## src/rtl/la_parity_pkg.sv

```systemverilog
// Shared definitions for the sequential parity engine: FSM encodings and
// the helper functions that size the run counter and the requester index.
package la_parity_pkg;

    localparam logic [1:0] IDLE = 2'd0;
    localparam logic [1:0] RUN  = 2'd1;
    localparam logic [1:0] DONE = 2'd2;

    // Number of RUN cycles: one 3-bit chunk per cycle.
    function automatic int calc_k(input int width);
        return (width + 2) / 3;
    endfunction

    // Counter width able to hold the value K.
    function automatic int calc_cnt_w(input int width);
        return $clog2(calc_k(width) + 1);
    endfunction

    // Width of a requester index, never less than one bit.
    function automatic int calc_id_w(input int n);
        return (n <= 2) ? 1 : $clog2(n);
    endfunction

endpackage

```

## src/rtl/la_xor4.sv

```systemverilog
// Datapath slice shared by all requesters: folds three data bits into the
// running parity accumulator.
module la_xor4 (
    input  logic acc,
    input  logic bit0,
    input  logic bit1,
    input  logic bit2,
    output logic y
);

    assign y = acc ^ bit0 ^ bit1 ^ bit2;

endmodule

```

## src/rtl/la_parity_seq.sv

```systemverilog
// Round-robin arbitrated, bit-serial parity engine. One requester at a time
// is granted, its word is folded three bits per cycle through la_xor4, and
// the result is held in DONE until the consumer accepts it.
// Build option: define LA_PARITY_SEQ_ODD_EN to seed the accumulator with 1
// (odd parity); by default it is seeded with 0 (even parity).
module la_parity_seq
    import la_parity_pkg::*;
#(
    parameter     PROP  = "DEFAULT",
    parameter int N     = 4,
    parameter int WIDTH = 8
) (
    input  logic                         clk,
    input  logic                         nreset,
    input  logic [N-1:0]                 req_valid,
    output logic [N-1:0]                 req_ready,
    input  logic [N*WIDTH-1:0]           req_data,
    output logic                         out_valid,
    input  logic                         out_ready,
    output logic                         out_parity,
    output logic [calc_id_w(N)-1:0]      out_id,
    output logic                         busy
);

    localparam int K     = calc_k(WIDTH);
    localparam int CNT_W = calc_cnt_w(WIDTH);
    localparam int ID_W  = calc_id_w(N);
    localparam int DW    = 3 * K;   // word zero-padded to whole chunks

`ifdef LA_PARITY_SEQ_ODD_EN
    localparam logic ACC_INIT = 1'b1;
`else
    localparam logic ACC_INIT = 1'b0;
`endif

    logic [1:0]       state_q;
    logic [ID_W-1:0]  last_q;
    logic [ID_W-1:0]  id_q;
    logic [DW-1:0]    data_q;
    logic             acc_q;
    logic [CNT_W-1:0] cnt_q;

    logic             found;
    logic [ID_W-1:0]  gnt_idx;
    logic [N-1:0]     gnt_oh;
    logic [WIDTH-1:0] sel_data;
    logic             xor_y;

    // Round-robin pick: lowest valid index above last_q, else wrap to the
    // lowest valid index overall.
    always_comb begin
        // NOTE: every output of a combinational block gets a default first so no latch is inferred.
        found   = 1'b0;
        gnt_idx = '0;
        for (int i = 0; i < N; i++) begin
            if (!found && req_valid[i] && (ID_W'(i) > last_q)) begin
                found   = 1'b1;
                gnt_idx = ID_W'(i);
            end
        end
        for (int i = 0; i < N; i++) begin
            if (!found && req_valid[i]) begin
                found   = 1'b1;
                gnt_idx = ID_W'(i);
            end
        end
    end

    // Decode the grant to one-hot and select the granted requester's word.
    always_comb begin
        gnt_oh   = '0;
        sel_data = '0;
        for (int i = 0; i < N; i++) begin
            if (gnt_idx == ID_W'(i)) begin
                gnt_oh[i] = found;
                sel_data  = req_data[i*WIDTH +: WIDTH];
            end
        end
    end

    // Accept only in IDLE and never while reset is asserted.
    assign req_ready = (state_q == IDLE && nreset) ? gnt_oh : '0;

    la_xor4 u_xor4 (
        .acc  (acc_q),
        .bit0 (data_q[0]),
        .bit1 (data_q[1]),
        .bit2 (data_q[2]),
        .y    (xor_y)
    );

    // Sequencer: capture on grant, fold K chunks, then hold the result.
    always_ff @(posedge clk or negedge nreset) begin
        if (!nreset) begin
            state_q <= IDLE;
            last_q  <= ID_W'(N - 1);
            id_q    <= '0;
            data_q  <= '0;
            acc_q   <= 1'b0;
            cnt_q   <= '0;
        end else begin
            // NOTE: sequential state uses non-blocking assignments so all registers update together at the edge.
            case (state_q)
                IDLE: begin
                    if (found) begin
                        state_q <= RUN;
                        last_q  <= gnt_idx;
                        id_q    <= gnt_idx;
                        data_q  <= DW'(sel_data);
                        acc_q   <= ACC_INIT;
                        cnt_q   <= CNT_W'(K);
                    end
                end
                RUN: begin
                    acc_q  <= xor_y;
                    data_q <= data_q >> 3;
                    cnt_q  <= cnt_q - CNT_W'(1);
                    if (cnt_q == CNT_W'(1)) begin
                        state_q <= DONE;
                    end
                end
                DONE: begin
                    if (out_ready) begin
                        state_q <= IDLE;
                    end
                end
                default: state_q <= IDLE;
            endcase
        end
    end

    assign out_valid  = (state_q == DONE);
    assign out_parity = out_valid & acc_q;
    assign out_id     = id_q;
    assign busy       = (state_q != IDLE);

endmodule

```

## config.mk

```make
export PLATFORM = sky130hd
export DESIGN_NAME = la_parity_seq
export DESIGN_NICKNAME = d
export VERILOG_FILES = /design/src/rtl/la_parity_pkg.sv /design/src/rtl/la_xor4.sv /design/src/rtl/la_parity_seq.sv
export SDC_FILE = /design/constraint.sdc
export NUM_CORES = 1
export LEC_CHECK = 0
export ABC_AREA = 1
export CAP_MARGIN = 25
export CORE_ASPECT_RATIO = 2
export CORE_UTILIZATION = 42
export CTS_BUF_LIST = sky130_fd_sc_hd__clkbuf_8
export DETAILED_ROUTE_END_ITERATION = 8
export GPL_TIMING_DRIVEN = 0
export PLACE_DENSITY = 0.75
export SYNTH_ARGS = -nofsm -noshare
export SYNTH_HDL_FRONTEND = slang
export SYNTH_HIERARCHICAL = 1
export SYNTH_SLANG_ARGS = --single-unit
```

## constraint.sdc

```tcl
create_clock -name clk -period 1.6 [get_ports clk]
set_clock_uncertainty 0.05 [all_clocks]
set_input_delay 0.24 -clock clk [delete_from_list [all_inputs] [get_ports clk]]
set_output_delay 0.24 -clock clk [all_outputs]
set_load 0.05 [all_outputs]
```

==> metrics.md, run 1 <==
| Metric | Value |
|---|---|
| Fin. Hold Viols | 0 |
| DIE WIDTH | 42.3 um |
| Worst endpoint data arrival time | 1.87 ns |
| CP Class | flop to primary output |
| I/O pins | 48 |
| Failing checks | negative setup slack |
| Worst Hold Slack | about 0.031 ns |
| Routed vias/inst | 5.21 |
| Final worst slack | -0.565 ns |
| Status | finished, violations left |
| Worst setup SP type | flop |
| Max Cap Viol | 0 |
| Worst-case vdd ir drop | 0.00117 V |
| Area Overhead vs Synth | 78.3% |
| Crit-path cells | nand2_2 > nand2_4 > nand4_4 > nor2_4 > nand2_4 > nand2_4 > nand2_2 > nor2_4 > buf_8 |
| Cell Int Power | 0.00231 W |
| GR Util All Layers | 0.280 |
| Root Buffer | clkbuf_8 |
| Cell Count, Final, Fillers Out | about 320 |
| Core area | about 0.003 mm^2 |
| Critical-path top delay cell | dfstp_2 |
| Congestion Overflow GR | 0 |
| Clk sink count | 17 |
| Sw Ratio | 0.492 |
| FP Rows | 28 |
| Crit-path max cell delay | 0.55 ns |
| Crit share post-route | 1.35 |
| Worst-Margin Slew | 0.656 ns |
| Clock power share | 0.065 |
| Comb pwr share | 0.754 |
| Initial cell density of the core | 0.453 |
| Worst-case clock buffer depth | 2 |
| Sequential power share | 0.181 |
| Critical Path RT | 1.31 ns |
| Synth Instances | 207 |
| Simple logic cell fraction of the synthesized area | 0.448 |
| Die outline height | 82.6 um |
| Max Clock Freq | between 0.4 and 0.5 GHz |
| Relative slew slack | 0.561 |
| Final net count | roughly 330 |
| CTS tree | built |
| Largest fanout on the critical path | 5 |
| RSZ-0062 raised after global routing | yes |
| Xor-xnor portion of the synthesized cell area | 0.00642 |
| Avg Cell Area, Syn | 6.59 um^2 |
| HP Class | input pin to async pin |
| Post-Place Cells | 284 |
| Routed Antenna Nets | 0 |
| Netlist Area Pre-Place | 0.00136 mm^2 |
| WL/cell | 15.2 um |
| DRC | 0 |
| Largest family of logic cells by synthesized area | simple AND/OR/NAND/NOR gates |
| Leakage | 1.23 nW |
| Critical Path Most Common Cell | nand2_4 |
| Synth Area in Adders | 0.00917 |
| Finish-stage setup viols | 20 |
| Synth cell types | 28 |
| Antenna cells | 0 |
| PwrDens | approximately 1900 mW/mm^2 |
| Total net switching power | 0.00223 W |
| CTS H-Tree Depth | 1 |
| Crit. End Element | primary output |
| Clk Latency, worst-skew pair | approximately 0.24 ns |
| Compound-Gate Fraction of Synth Area | 0.108 |
| Vias in the first global route | roughly 1.7k |
| Final min period | roughly 2.2 ns |
| Initial antenna violation count | 0 |
| Via Count | about 1.7k |
| Post-synth net total | 247 |
| Slew Limit Fails | 0 |
| CTS Buf Count | 3 |
| # fillers | 183 |
| Seq/Total Area, Yosys | 0.314 |
| Global placer's final weighted congestion | 0.774 |
| DP HPWL | 2980 um |
| Mux contribution to synthesized area | 0 |
| Clock-pin slew on the worst setup and hold paths | ~0.06 ns |
| Routed WL | 4830 um |
| # port buffers | 47 |
| Initial DRC count | 70 |
| Layout cells sized above 1 | 0.348 |
| Global-route wire length before repair | between 7000 and 8000 um |
| Pin count of the biggest net entering global routing | 16 |
| Synth warnings | 6 |
| Number of synthesized register bits | 17 |
| Total Die Area | 0.00349 mm^2 |
| Drt pass-1 iters | 4 |
-- flip-flops by register name, indices dropped and copies added (netlist names) --
signal,cells
acc_q,1
cnt_q,2
last_q,2
data_q,8
state_q,2
out_id,2
-- cells in the final DEF, fill, tap and decap left out, types with 2 or more instances in the layout --
| cell type | netlist | final |
|---|---|---|
| nand2_1 | 83 | 73 |
| clkdlybuf4s50_1 | 0 | 35 |
| inv_1 | 29 | 27 |
| buf_6 | 2 | 19 |
| dfrtp_1 | 15 | 15 |
| o21ai_2 | 4 | 11 |
| nand2_4 | 4 | 10 |
| buf_4 | 0 | 9 |
| nand2_2 | 4 | 7 |
| nor2_4 | 3 | 7 |
| o21ai_0 | 13 | 7 |
| nand3_1 | 8 | 6 |
| inv_2 | 4 | 5 |
| o21ai_1 | 7 | 5 |
| nor2_1 | 8 | 4 |
| buf_8 | 0 | 4 |
| nand4_1 | 4 | 4 |
| dlygate4sd2_1 | 0 | 4 |
| nand3_2 | 1 | 3 |
| nor3_4 | 0 | 3 |
| clkbuf_8 | 0 | 3 |
| inv_4 | 1 | 2 |
| buf_12 | 0 | 2 |
| nor2_2 | 2 | 2 |
| dfstp_2 | 2 | 2 |
| buf_2 | 0 | 2 |
-- synth_stat cells --
cell type	n	area, um^2
a21oi_1	1	5.00
buf_6	2	22.5
clkinv_1	1	3.75
dfrtp_1	15	375
dfstp_2	2	52.6
ha_1	1	12.5
inv_1	29	109
inv_2	4	15.0
inv_4	1	6.26
nand2_1	83	312
nand2_2	4	25.0
nand2_4	4	45.0
nand3_1	8	40.0
nand3_2	1	10.0
nand4_1	4	25.0
nand4_4	1	21.3
nor2_1	8	30.0
nor2_2	2	12.5
nor2_4	3	33.8
nor2_8	1	20.0
nor3_1	4	20.0
nor3_2	1	10.0
nor4_1	1	6.26
o21ai_0	13	65.1
o21ai_1	7	35.0
o21ai_2	4	35.0
o31ai_1	1	7.51
xnor2_1	1	8.76
-- what timing repair did --
| item | 4_1_cts | 5_1_grt |
|---|---|---|
| hold endpoints to repair | 15 | 0 |
| hold buffers | 1 | 0 |
| pin swaps | 20 | 14 |
| setup buffers | 23 | 5 |
| resized for setup | 90 | 28 |
| endpoints found under the setup margin | 25 | 23 |
-- per-layer routing --
metal / vias to the layer above / share of wire / GRT usage
met5: - / 0 / 0
met4: 0 / 0.041 / 0.138
met3: 16 / 0.045 / 0.0326
met2: 64 / 0.56 / 0.555
met1: 765 / 0.35 / 0.275
li1: 805 / - / -
-- final cells by class --
type / instances / area, um^2 / share of cell area
multi-input cells: 153 / 975 / 0.401
repair buffers: 76 / 768 / 0.316
flip-flops and latches: 17 / 428 / 0.176
inverters: 35 / 144 / 0.0592
clock buffers: 3 / 41.3 / 0.0170
well taps: 30 / 37.5 / 0.0154
plain buffers: 2 / 35.0 / 0.0144
clock inverters: 1 / 3.75 / 0.00154
-- critical path, delay by kind of cell (launching register included) --
kind	cells	cell delay [ns]
DFF	1	0.55
buffers and inverters	1	0.15
and+or+nand+nor	8	0.91
-- path summary, 6_finish.rpt --
check                                 startpoint                    end  slack (ns)  cells after the start
max                        last_q[1]$_DFFE_PN1P_           req_ready[3]       -0.56                      9
min                                       nreset  last_q[0]$_DFFE_PN1P_        0.03                      1
max reg2reg                last_q[0]$_DFFE_PN1P_  data_q[1]$_DFFE_PN0P_       -0.47                     16
min reg2reg                data_q[5]$_DFFE_PN0P_  data_q[5]$_DFFE_PN0P_        0.43                      2
max in group asynchronous                 nreset  data_q[0]$_DFFE_PN0P_        0.39                      2
min in group clk           data_q[5]$_DFFE_PN0P_  data_q[5]$_DFFE_PN0P_        0.43                      2
-- cells by family after synthesis --
logic type | after synthesis
and+or+nand+nor | 125
buffers and inverters | 37
DFF | 17
xor gates and xnor gates | 1
adders and majority gates | 1
AOI/OAI and AO/OA | 26
-- power by group through the flow --
stage	clock network (W)	logic [W]	registers, W
after CTS	0.000305	0.00308	0.000814
final	0.000297	0.00342	0.000822
after global routing	0.000322	0.00372	0.000856
after floorplan	0	0.00165	0.000862
after detailed placement	0	0.00231	0.000814
after global placement	0	0.00228	0.000801
-- through the flow --
stage / cell area [um^2] / total power, W / TNS (ns) / util / setup slack [ns]
floorplan: 1430 / 0.00252 / -2.38 / - / -0.475
global placement: 1940 / 0.00308 / -14.84 / 0.644 / -1.58
detailed placement: 1940 / 0.00313 / -15.19 / 0.644 / -1.60
CTS: 2330 / 0.00420 / -7.33 / 0.772 / -0.547
global route: 2430 / 0.00489 / -10.16 / 0.807 / -0.643
finish: 2430 / 0.00454 / -8.41 / 0.807 / -0.565
No activity file was read; power rests on OpenSTA's default activity.
==> run 2, diff against run 1 <==
--- a/config.mk
+++ b/config.mk
@@ -12,6 +12,7 @@
 export CTS_BUF_LIST = sky130_fd_sc_hd__clkbuf_8
 export DETAILED_ROUTE_END_ITERATION = 8
 export GPL_TIMING_DRIVEN = 0
+export MAX_ROUTING_LAYER = met4
 export PLACE_DENSITY = 0.75
 export SYNTH_ARGS = -nofsm -noshare
 export SYNTH_HDL_FRONTEND = slang
==> run 2 against run 1 <==
The run still ends with negative setup slack left; combinational power hardly changed; total power hardly changed; final area stayed put; clock-buffer cell count stayed put; clock power hardly changed; routed wire length hardly changed; setup slack worse by 0.00078 ns; critical path depth stayed put; non-clock buffer count stayed put; highest routed layer unchanged.
==> metrics.md, run 2 (synthesis results as in run 1) <==
| Metric | Value |
|---|---|
| Routed vias/inst | 5.22 (was 5.21) |
| CTS tree | built (unchanged) |
| Fin. Hold Viols | 0 (unchanged) |
| Status | finished, violations left (unchanged) |
| Worst setup SP type | flop (unchanged) |
| Clock-pin slew on the worst setup and hold paths | 0.06 ns (about the same) |
| Routed Antenna Nets | 0 (unchanged) |
| DIE WIDTH | 42.3 um (unchanged) |
| Failing checks | negative setup slack (unchanged) |
| Highest Signal Layer | met4 (unchanged) |
| # port buffers | 47 (unchanged) |
| PwrDens | 1870 mW/mm^2 (about the same) |
| RSZ-0062 raised after global routing | yes (unchanged) |
| Final net count | 328 (unchanged) |
| Final min period | 2.17 ns (was 2.16 ns) |
| FP Rows | 28 (unchanged) |
| Finished layout cell area | 0.00243 mm^2 (unchanged) |
| Cell Area, Placed | 0.00194 mm^2 (unchanged) |
| Crit share post-route | 1.35 (about the same) |
| Finish-stage setup viols | 20 (unchanged) |
| Die outline height | 82.6 um (unchanged) |
| CTS Buf Count | 3 (unchanged) |
| Most frequent cells in the layout | 73 x nand2_1, 35 x clkdlybuf4s50_1, 27 x inv_1 (unchanged) |
| DR WL met2 | 2690 um (was 2720 um) |
| Clk Latency, worst-skew pair | 0.24 ns (about the same) |
| Clk sink count | 17 (unchanged) |
| Worst-case clock buffer depth | 2 (unchanged) |
| CP Class | flop to primary output (unchanged) |
| Post-Place Cells | 284 (unchanged) |
| Via Count | 1656 (was 1650) |
| Total Die Area | 0.00349 mm^2 (unchanged) |
| Global placer's final weighted congestion | 0.784 (was 0.774) |
| Routed length on met1 | 1690 um (was 1700 um) |
| Layout cells sized above 1 | 0.348 (unchanged) |
| Global-route wire length before repair | 7460 um (unchanged) |
| Largest register FFs | 8 (unchanged) |
| CTS H-Tree Depth | 1 (unchanged) |
| Largest fanout on the critical path | 5 (unchanged) |
| Worst endpoint data arrival time | 1.88 ns (was 1.87 ns) |
| Largest Register | data_q (unchanged) |
| Antenna cells | 0 (unchanged) |
| GR Util All Layers | 0.288 (was 0.280) |
| Max Clock Freq | 0.462 GHz (about the same) |
| Pin count of the biggest net entering global routing | 16 (unchanged) |
| Routed WL | 4840 um (was 4830 um) |
| Worst-case vdd ir drop | 0.00118 V (was 0.00117 V) |
| Worst-Margin Slew | 0.661 ns (was 0.656 ns) |
| Congestion Overflow GR | 0 (unchanged) |
| Final worst slack | -0.566 ns (was -0.565 ns) |
| I/O pins | 48 (unchanged) |
| Max Cap Viol | 0 (unchanged) |
| Leakage | 1.23 nW (unchanged) |
| # fillers | 183 (unchanged) |
| Crit. End Element | primary output (unchanged) |
| Core area | 0.00301 mm^2 (unchanged) |
| Vias in the first global route | 1700 (was 1701) |
| Relative slew slack | 0.558 (was 0.561) |
| Critical Path RT | 1.31 ns (about the same) |
| Initial DRC count | 67 (was 70) |
| Initial cell density of the core | 0.453 (unchanged) |
| WL/cell | 15.3 um (was 15.2 um) |
| Initial antenna violation count | 0 (unchanged) |
| HP Class | input pin to async pin (unchanged) |
| Drt pass-1 iters | 4 (unchanged) |
| Slew Limit Fails | 0 (unchanged) |
| Met3 routed WL | 234 um (was 219 um) |
| Root Buffer | clkbuf_8 (unchanged) |
| Cell Count, Final, Fillers Out | 317 (unchanged) |
| Post-layout util | 0.807 (unchanged) |
| Most common cell after layout, fill and taps aside | nand2_1 (unchanged) |
| Tot Pwr | 0.00454 W (about the same) |
| DRC | 0 (unchanged) |
| Area Overhead vs Synth | 78.3% (unchanged) |
| DP HPWL | 2980 um (unchanged) |
-- run 2: cell counts in the layout (fill, tap and decap cells not counted) --
No cell type changed its count.
-- run 2: worst paths after layout --
check | endpoint | depth (start not counted) | startpoint | slack (ns)
setup / recovery | req_ready[3] | 9 | last_q[1]$_DFFE_PN1P_ | -0.57
hold / removal | last_q[0]$_DFFE_PN1P_ | 1 | nreset | 0.03
setup reg to reg | data_q[1]$_DFFE_PN0P_ | 16 | last_q[0]$_DFFE_PN1P_ | -0.48
hold reg to reg | data_q[5]$_DFFE_PN0P_ | 2 | data_q[5]$_DFFE_PN0P_ | 0.43
max in group asynchronous | data_q[0]$_DFFE_PN0P_ | 2 | nreset | 0.38
min in group clk | data_q[5]$_DFFE_PN0P_ | 2 | data_q[5]$_DFFE_PN0P_ | 0.43
-- run 2: worst max-delay path: stages, from the launching register on --
cell and delay, ns:
dfstp_2 0.55, nand2_2 0.07, nand2_4 0.10, nand4_4 0.16
nor2_4 0.15, nand2_4 0.10, nand2_4 0.12, nand2_2 0.11
nor2_4 0.11, buf_8 0.15
-- run 2: layout make-up --
class / count / area (um^2) / share of cell area
multi-input combinational: 153 / 975 / 0.401
timing repair buffer: 76 / 768 / 0.316
tap: 30 / 37.5 / 0.0154
inverter: 35 / 144 / 0.0592
sequential: 17 / 428 / 0.176
clock buffer: 3 / 41.3 / 0.0170
clock inverter: 1 / 3.75 / 0.00154
buffer: 2 / 35.0 / 0.0144
-- run 2: metal layers --
layer	GRT usage	up-vias
met5	-	-
met4	0.138	0
met3	0.0326	19
met2	0.555	70
met1	0.275	763
li1	-	804
-- run 2: stage by stage --
stage	setup WS, ns	TNS [ns]	hold slack [ns]
2_1_floorplan	-0.475	-2.38	-0.106
3_3_place_gp	-1.58	-14.84	0.404
3_5_place_dp	-1.60	-15.19	0.408
4_1_cts	-0.547	-7.33	0.0151
5_1_grt	-0.643	-10.16	0.0281
6_report	-0.566	-8.42	0.0312
-- run 2: power breakdown --
| group | switching (W) | internal [W] |
|---|---|---|
| Clock | 0.000128 | 0.000170 |
| Combinational | 0.00195 | 0.00148 |
| Sequential | 0.000162 | 0.000659 |
| Total | 0.00224 | 0.00231 |
-- run 2: what timing repair did --
action	in CTS	in global routing
gates cloned	0	0
setup endpoints to repair	25	23
hold buffers	1	0
gates resized for setup	90	28
pin swaps	20	14
buffers inserted	23	5
hold endpoints to repair	15	0
